--- src/rtl/pattern_stimulus_gen.sv ---
// Clocked stimulus source for combinational gate benches: steps through a binary,
// Gray, walking-one or LFSR sequence and hands each vector over with valid/ready.
module pattern_stimulus_gen #(
   parameter int               WIDTH     = 4,
   parameter int               DWELL     = 1,
   parameter logic [WIDTH-1:0] LFSR_TAPS = WIDTH'(4'b1100)
) (
   input  logic             clk,
   input  logic             rst,
   input  logic             start,
   input  logic             stop,
   input  logic [1:0]       mode,
   output logic [WIDTH-1:0] vec_out,
   output logic             vec_valid,
   input  logic             vec_ready,
   output logic [WIDTH-1:0] vec_index,
   output logic             busy,
   output logic             done
);

   localparam int               CNT_W      = $clog2(DWELL) + 1;
   localparam logic [CNT_W-1:0] DWELL_LOAD = CNT_W'(DWELL - 1);
   localparam logic [CNT_W-1:0] CNT_ONE    = CNT_W'(1);
   localparam logic [WIDTH-1:0] ONE        = WIDTH'(1);
   localparam logic [WIDTH-1:0] LAST_COUNT = '1;
   localparam logic [WIDTH-1:0] LAST_WALK  = WIDTH'(WIDTH - 1);
   localparam logic [WIDTH-1:0] LAST_LFSR  = LAST_COUNT - ONE;

   typedef enum logic [1:0] {
      IDLE = 2'd0,
      RUN  = 2'd1,
      DONE = 2'd2
   } state_t;

   state_t           state_q, state_d;
   logic [1:0]       mode_q, mode_d;
   logic [WIDTH-1:0] vec_q, vec_d;
   logic [WIDTH-1:0] index_q, index_d;
   logic [CNT_W-1:0] dwell_q, dwell_d;
   logic [WIDTH-1:0] index_inc;
   logic [WIDTH-1:0] next_vec;
   logic [WIDTH-1:0] last_index;
   logic             transfer;

   function automatic logic [WIDTH-1:0] lfsr_step(input logic [WIDTH-1:0] v);
      return {v[WIDTH-2:0], ^(v & LFSR_TAPS)};
   endfunction

   // Walking-one and LFSR both start from bit0 set; the LFSR must never see zero.
   function automatic logic [WIDTH-1:0] first_vector(input logic [1:0] m);
      return (m[1]) ? ONE : '0;
   endfunction

   always_ff @(posedge clk or posedge rst) begin
      if (rst) begin
         state_q <= IDLE;
         mode_q  <= 2'd0;
         vec_q   <= '0;
         index_q <= '0;
         dwell_q <= '0;
      end else begin
         state_q <= state_d;
         mode_q  <= mode_d;
         vec_q   <= vec_d;
         index_q <= index_d;
         dwell_q <= dwell_d;
      end
   end

   assign busy      = (state_q == RUN);
   assign done      = (state_q == DONE);
   assign vec_valid = busy && (dwell_q == '0);
   assign transfer  = vec_valid && vec_ready;
   assign vec_out   = vec_q;
   assign vec_index = index_q;

   // Successor vector and final index depend only on the mode latched at start.
   always_comb begin
      index_inc  = index_q + ONE;
      next_vec   = '0;
      last_index = LAST_COUNT;
      case (mode_q)
         2'd0: begin
            next_vec   = index_inc;
            last_index = LAST_COUNT;
         end
         2'd1: begin
            next_vec   = index_inc ^ (index_inc >> 1);
            last_index = LAST_COUNT;
         end
         2'd2: begin
            next_vec   = vec_q << 1;
            last_index = LAST_WALK;
         end
         default: begin
            next_vec   = lfsr_step(vec_q);
            last_index = LAST_LFSR;
         end
      endcase
   end

   always_comb begin
      state_d = state_q;
      mode_d  = mode_q;
      vec_d   = vec_q;
      index_d = index_q;
      dwell_d = dwell_q;
      case (state_q)
         IDLE: begin
            vec_d   = '0;
            index_d = '0;
            dwell_d = '0;
            if (start) begin
               mode_d  = mode;
               vec_d   = first_vector(mode);
               dwell_d = DWELL_LOAD;
               state_d = RUN;
            end
         end
         RUN: begin
            // An abort wins over a coinciding transfer; the consumer already has its vector.
            if (stop) begin
               vec_d   = '0;
               index_d = '0;
               dwell_d = '0;
               state_d = IDLE;
            end else if (transfer) begin
               if (index_q == last_index) begin
                  state_d = DONE;
               end else begin
                  index_d = index_inc;
                  vec_d   = next_vec;
                  dwell_d = DWELL_LOAD;
               end
            end else if (dwell_q != '0) begin
               dwell_d = dwell_q - CNT_ONE;
            end
         end
         DONE: begin
            vec_d   = '0;
            index_d = '0;
            dwell_d = '0;
            state_d = IDLE;
         end
         default: begin
            vec_d   = '0;
            index_d = '0;
            dwell_d = '0;
            state_d = IDLE;
         end
      endcase
   end

endmodule
--- config.mk ---
export PLATFORM = sky130hd
export DESIGN_NAME = pattern_stimulus_gen
export DESIGN_NICKNAME = d
export VERILOG_FILES = /design/src/rtl/pattern_stimulus_gen.sv
export SDC_FILE = /design/constraint.sdc
export NUM_CORES = 1
export LEC_CHECK = 0
export ABC_AREA = 1
export BUFFER_PORTS_ARGS = -buffer_cell sky130_fd_sc_hd__buf_4
export CORE_ASPECT_RATIO = 1.25
export CORE_MARGIN = 5
export CORE_UTILIZATION = 34
export DETAILED_ROUTE_END_ITERATION = 10
export PLACE_DENSITY_LB_ADDON = 0.12
export SYNTH_ARGS = -nofsm -noshare
export SYNTH_HDL_FRONTEND = slang
export SYNTH_SLANG_ARGS = --single-unit
--- constraint.sdc ---
create_clock -name clk -period 4 [get_ports clk]
set_clock_uncertainty 0.1 [all_clocks]
set_input_delay 0.8 -clock clk [delete_from_list [all_inputs] [get_ports clk]]
set_output_delay 0.8 -clock clk [all_outputs]
set_load 0.01 [all_outputs]
* After elaboration in Yosys (flattened, before gate mapping)
Index checks and enable logic that the tools add are counted.
Storage, ports and cells: register bits after elaboration 13, input bits 7, output and inout port bits 11, logic and storage cells 50
Cells by class: $add $sub $neg 2, equal/unequal tests 10, multiplexer cells 22, bitwise operators 2, reductions and logical operators 9
Operators by type and width (count):
- $mux W4 | 7
- $pmux W4 S2 | 2
- $pmux W4 S3 | 1
- $mux W2 | 4
- $mux W1 | 7
- $ne A3 B2 Y1 const B | 2
- $add A4 B1 Y4 const B | 1
- $eq A2 B1 Y1 const B | 2
- $eq A2 B2 Y1 const B | 2
- $eq A4 B4 Y1 | 1
- $logic_not A2 Y1 | 2
- $ne A4 B4 Y1 const B | 1
- $pmux W2 S2 | 1
- $reduce_and A2 Y1 | 2
- $reduce_xor A4 Y1 | 1
- $xor A4 B3 Y4 | 1
- $ne A3 B3 Y1 const B | 1
- $reduce_and A3 Y1 | 1
- $logic_and A1 B1 Y1 | 2
- $ne A2 B2 Y1 const B | 1
- $reduce_or A2 Y1 | 1
- $not A1 Y1 | 1
- $sub A1 B1 Y1 const B | 1

* Depth between registers and ports, before layout
word-level depth 8, depth in mapped cells 10

* Worst setup path after synthesis
OpenSTA, ideal clock, no wires.
path type register to output, from register state_q[1], to output vec_valid, arrival time 0.809 ns, data required time 3.100 ns, slack 2.291 ns, cell stages (with the launch flop) 5, cell sequence dfrtp_1 > inv_1 > nand2_1 > inv_1 > buf_4
On the way: longest elaborated chain between the ends 2
Ends and longest elaborated chain:
- start: declaration | RTL line 35 | state_t state_q, state_d;
- start signal: assignment | RTL line 62 | state_q <= state_d;
- $eq A2 B1 Y1 | RTL line 70 | assign busy = (state_q == RUN);
- via busy | RTL line 17 | output logic busy,
- $logic_and A1 B1 Y1 | RTL line 72 | assign vec_valid = busy && (dwell_q == '0);
- end: declaration | RTL line 14 | output logic vec_valid,
The timed path passes the listed nets, and every way through them passes these cells.

* Final worst setup path
from register state_q[0], to output busy
On the way: longest elaborated chain between the ends 1
Ends and longest elaborated chain (RTL line):
- $eq A2 B1 Y1 | 70
- end: declaration | 17
No other way between the ends.

==> impl_metrics.py <==
metrics = {
    "power": {
        "ir_worst_vdd_v": 0.000181,
        "powerDensity_nw_per_um2": 441,
        "leakagePower_nw": 0.490,
    },
    "logic_synthesis": {
        "synth.avg_cell_area_sq_um": 7.08,
        "yosysWarnings": 0,
        "synth_edf_count": 0,
        "synth_top_area_frac": 0.404,
        "syn_inst": 105,
        "synth_area_sq_um": 743,
        "synth_cell_type_count": 21,
        "syn_nets": 113,
        "synth_commonest_cells": "nand2_1, inv_1, dfrtp_1",
        "ys_ff_latch": 12,
        "seq_area_frac_synth": 0.404,
        "synth_ff_type": "dfrtp_1",
        "ys_top_cells_by_area": "dfrtp_1, nand2_1, inv_1",
        "yosys.area.top_type": "dfrtp_1",
        "async_flop_share": 1.00,
        "synth_most_common_cell": "nand2_1",
    },
    "setup_path": {
        "required_ns": 3.10,
        "cp-end-kind": "output port",
        "r2r_slack_ns": 2.39,
        "reg2reg_depth": 6,
        "critPathCapture": "busy",
        "critPathArrivalTime_ns": 1.08,
        "timing.rr.end": "vec_out[0]",
        "crit_path_max_fanout": 3,
        "startpoint": "state_q[0]",
        "reg2reg_from": "vec_index[0]",
        "worstSetupPathType": "flop to output port",
        "cp-start-kind": "flop",
    },
    "sta": {
        "min_period_ns": 1.98,
        "fin_hold_ws_ns": 0.412,
        "rsz0062_at_grt": "no",
        "worst_pin_slew_ns": 0.467,
        "setup_violations": 0,
        "finalHoldViolations": 0,
        "postLayoutSetupSlackWorst_ns": 2.02,
        "setup_tns_ns": 0,
        "fin_crit_sh": 0.494,
        "timing.fmax_ghz": 0.506,
        "slew_headroom": 0.688,
        "final-max-slew-violation-count": 0,
    },
    "die": {
        "dieArea_sq_um": 3230,
        "design.portCount": 18,
        "coreArea_sq_um": 2140,
        "fp.dieW_um": 51.8,
        "start_util": 0.347,
        "die_h_um": 62.3,
        "rows": 19,
    },
    "final_layout": {
        "multi_input_area_sq_um": 357,
        "seqCellArea_sq_um": 300,
        "fillers": 236,
        "areaGrowthSynthToFinish_pct": 21.2,
        "fin_nets": 133,
        "drive_gt1_frac": 0.228,
        "num_antenna_cells": 0,
    },
    "routing": {
        "drtAntennaViolNets": 0,
        "vias_per_cell": 4.81,
        "drtPass1Iterations": 4,
        "drt_iter0_drc": 18,
        "via_count": 692,
        "wl_um": 1660,
        "drcViolationCount": 0,
        "drt-wirelength-per-cell_um": 11.5,
    },
    "placement": {
        "gp_congestion": 0.741,
        "dp_hpwl_um": 1310,
        "pre_cts_ws_ns": 2.32,
        "io_buffers": 17,
    },
    "worst_hold_path": {
        "hold_path.class": "flop to flop",
        "hold_path.startpoint": "vec_out[0]",
        "holdPathStages": 2,
    },
    "cts": {
        "cts_buffers": 3,
        "cts_tree": "yes",
        "cts_root_buf": "clkbuf_4",
        "post-cts-setup-buffer-count": 0,
        "cts_buffer_depth": 2,
        "clkTransAtPathRegs_ns": 0.08,
        "ctsHoldBuffers": 0,
        "insertion_delay_ns": 0.27,
        "cts_resized": 0,
        "cts_num_sinks": 12,
        "htreeDepth": 1,
    },
    "job": {
        "cap_violations": 0,
    },
    "grt": {
        "grt_max_degree": 13,
        "grt_overflow": 0,
        "antenna_found_initial": 0,
        "grt_pass1_vias": 702,
        "grt_pass1_wl_um": 2910,
        "grt_usage": 0.115,
    },
    "run_status": {
        "status": "finished clean",
    },
}
## metrics by stage
step	util	power, mW	instance area (sq um)	instances
floorplan	-	0.285	743	105
global placement	0.411	0.324	878	141
detailed placement	0.411	0.326	878	141
CTS	0.421	0.405	901	144
global route	0.421	0.433	901	144
finish	0.421	0.398	901	144
## critical path, cell delays in order (launching register included)
cell,delay (ns)
dfrtp_1,0.40
nand2_1,0.18
inv_1,0.08
buf_4,0.15
## cells by family (layout without fill, tap and decap cells)
logic type / count (synthesis) / count (layout) / synth area share
fa+ha+maj: 1 / 1 / 0.0168
xor+xnor: 1 / 1 / 0.0118
simple gates: 57 / 57 / 0.347
compound gates: 14 / 14 / 0.104
buf+inv: 20 / 38 / 0.116
flops: 12 / 12 / 0.404
## report_power, final
part | internal (mW) | switching [mW]
combinational | 0.0604 | 0.0890
sequential | 0.143 | 0.0291
clock | 0.0348 | 0.0415
total | 0.238 | 0.160
## routing by layer
metal / vias up / GRT usage / share of wire
met2: 10 / 0.191 / 0.51
met1: 318 / 0.146 / 0.45
met4: 0 / 0.0492 / 0.0084
met5: - / 0 / 0
met3: 2 / 0.0144 / 0.034
li1: 362 / - / -
## cell type report
type                       count  share of cell area
tap                           21              0.0292
timing repair buffer          17               0.142
multi-input combinational     73               0.396
clock buffer                   3              0.0250
inverter                      18              0.0750
sequential                    12               0.333
## cells in the final DEF (no fill, tap or decap), types with 2 or more instances in the layout
master	instances
nand2_2	2
buf_4	17
inv_2	3
nor2_1	7
dfrtp_1	12
nand2_1	36
nand3_1	8
inv_1	15
clkbuf_4	3
o21ai_1	5
o21ai_0	5
## flip-flops by register name, summed over array words and instances (netlist names)
name       cells
mode_q         2
vec_out        4
vec_index      4
state_q        2
## how the worst min path moves through the flow
stage	to	slack (ns)
after floorplan	vec_out[0]	0.42
after global placement	vec_out[0]	0.39
after detailed placement	vec_out[0]	0.39
after CTS	vec_out[0]	0.41
after global routing	vec_out[0]	0.45
final	vec_out[0]	0.41
(Power assumes the default switching activity.)
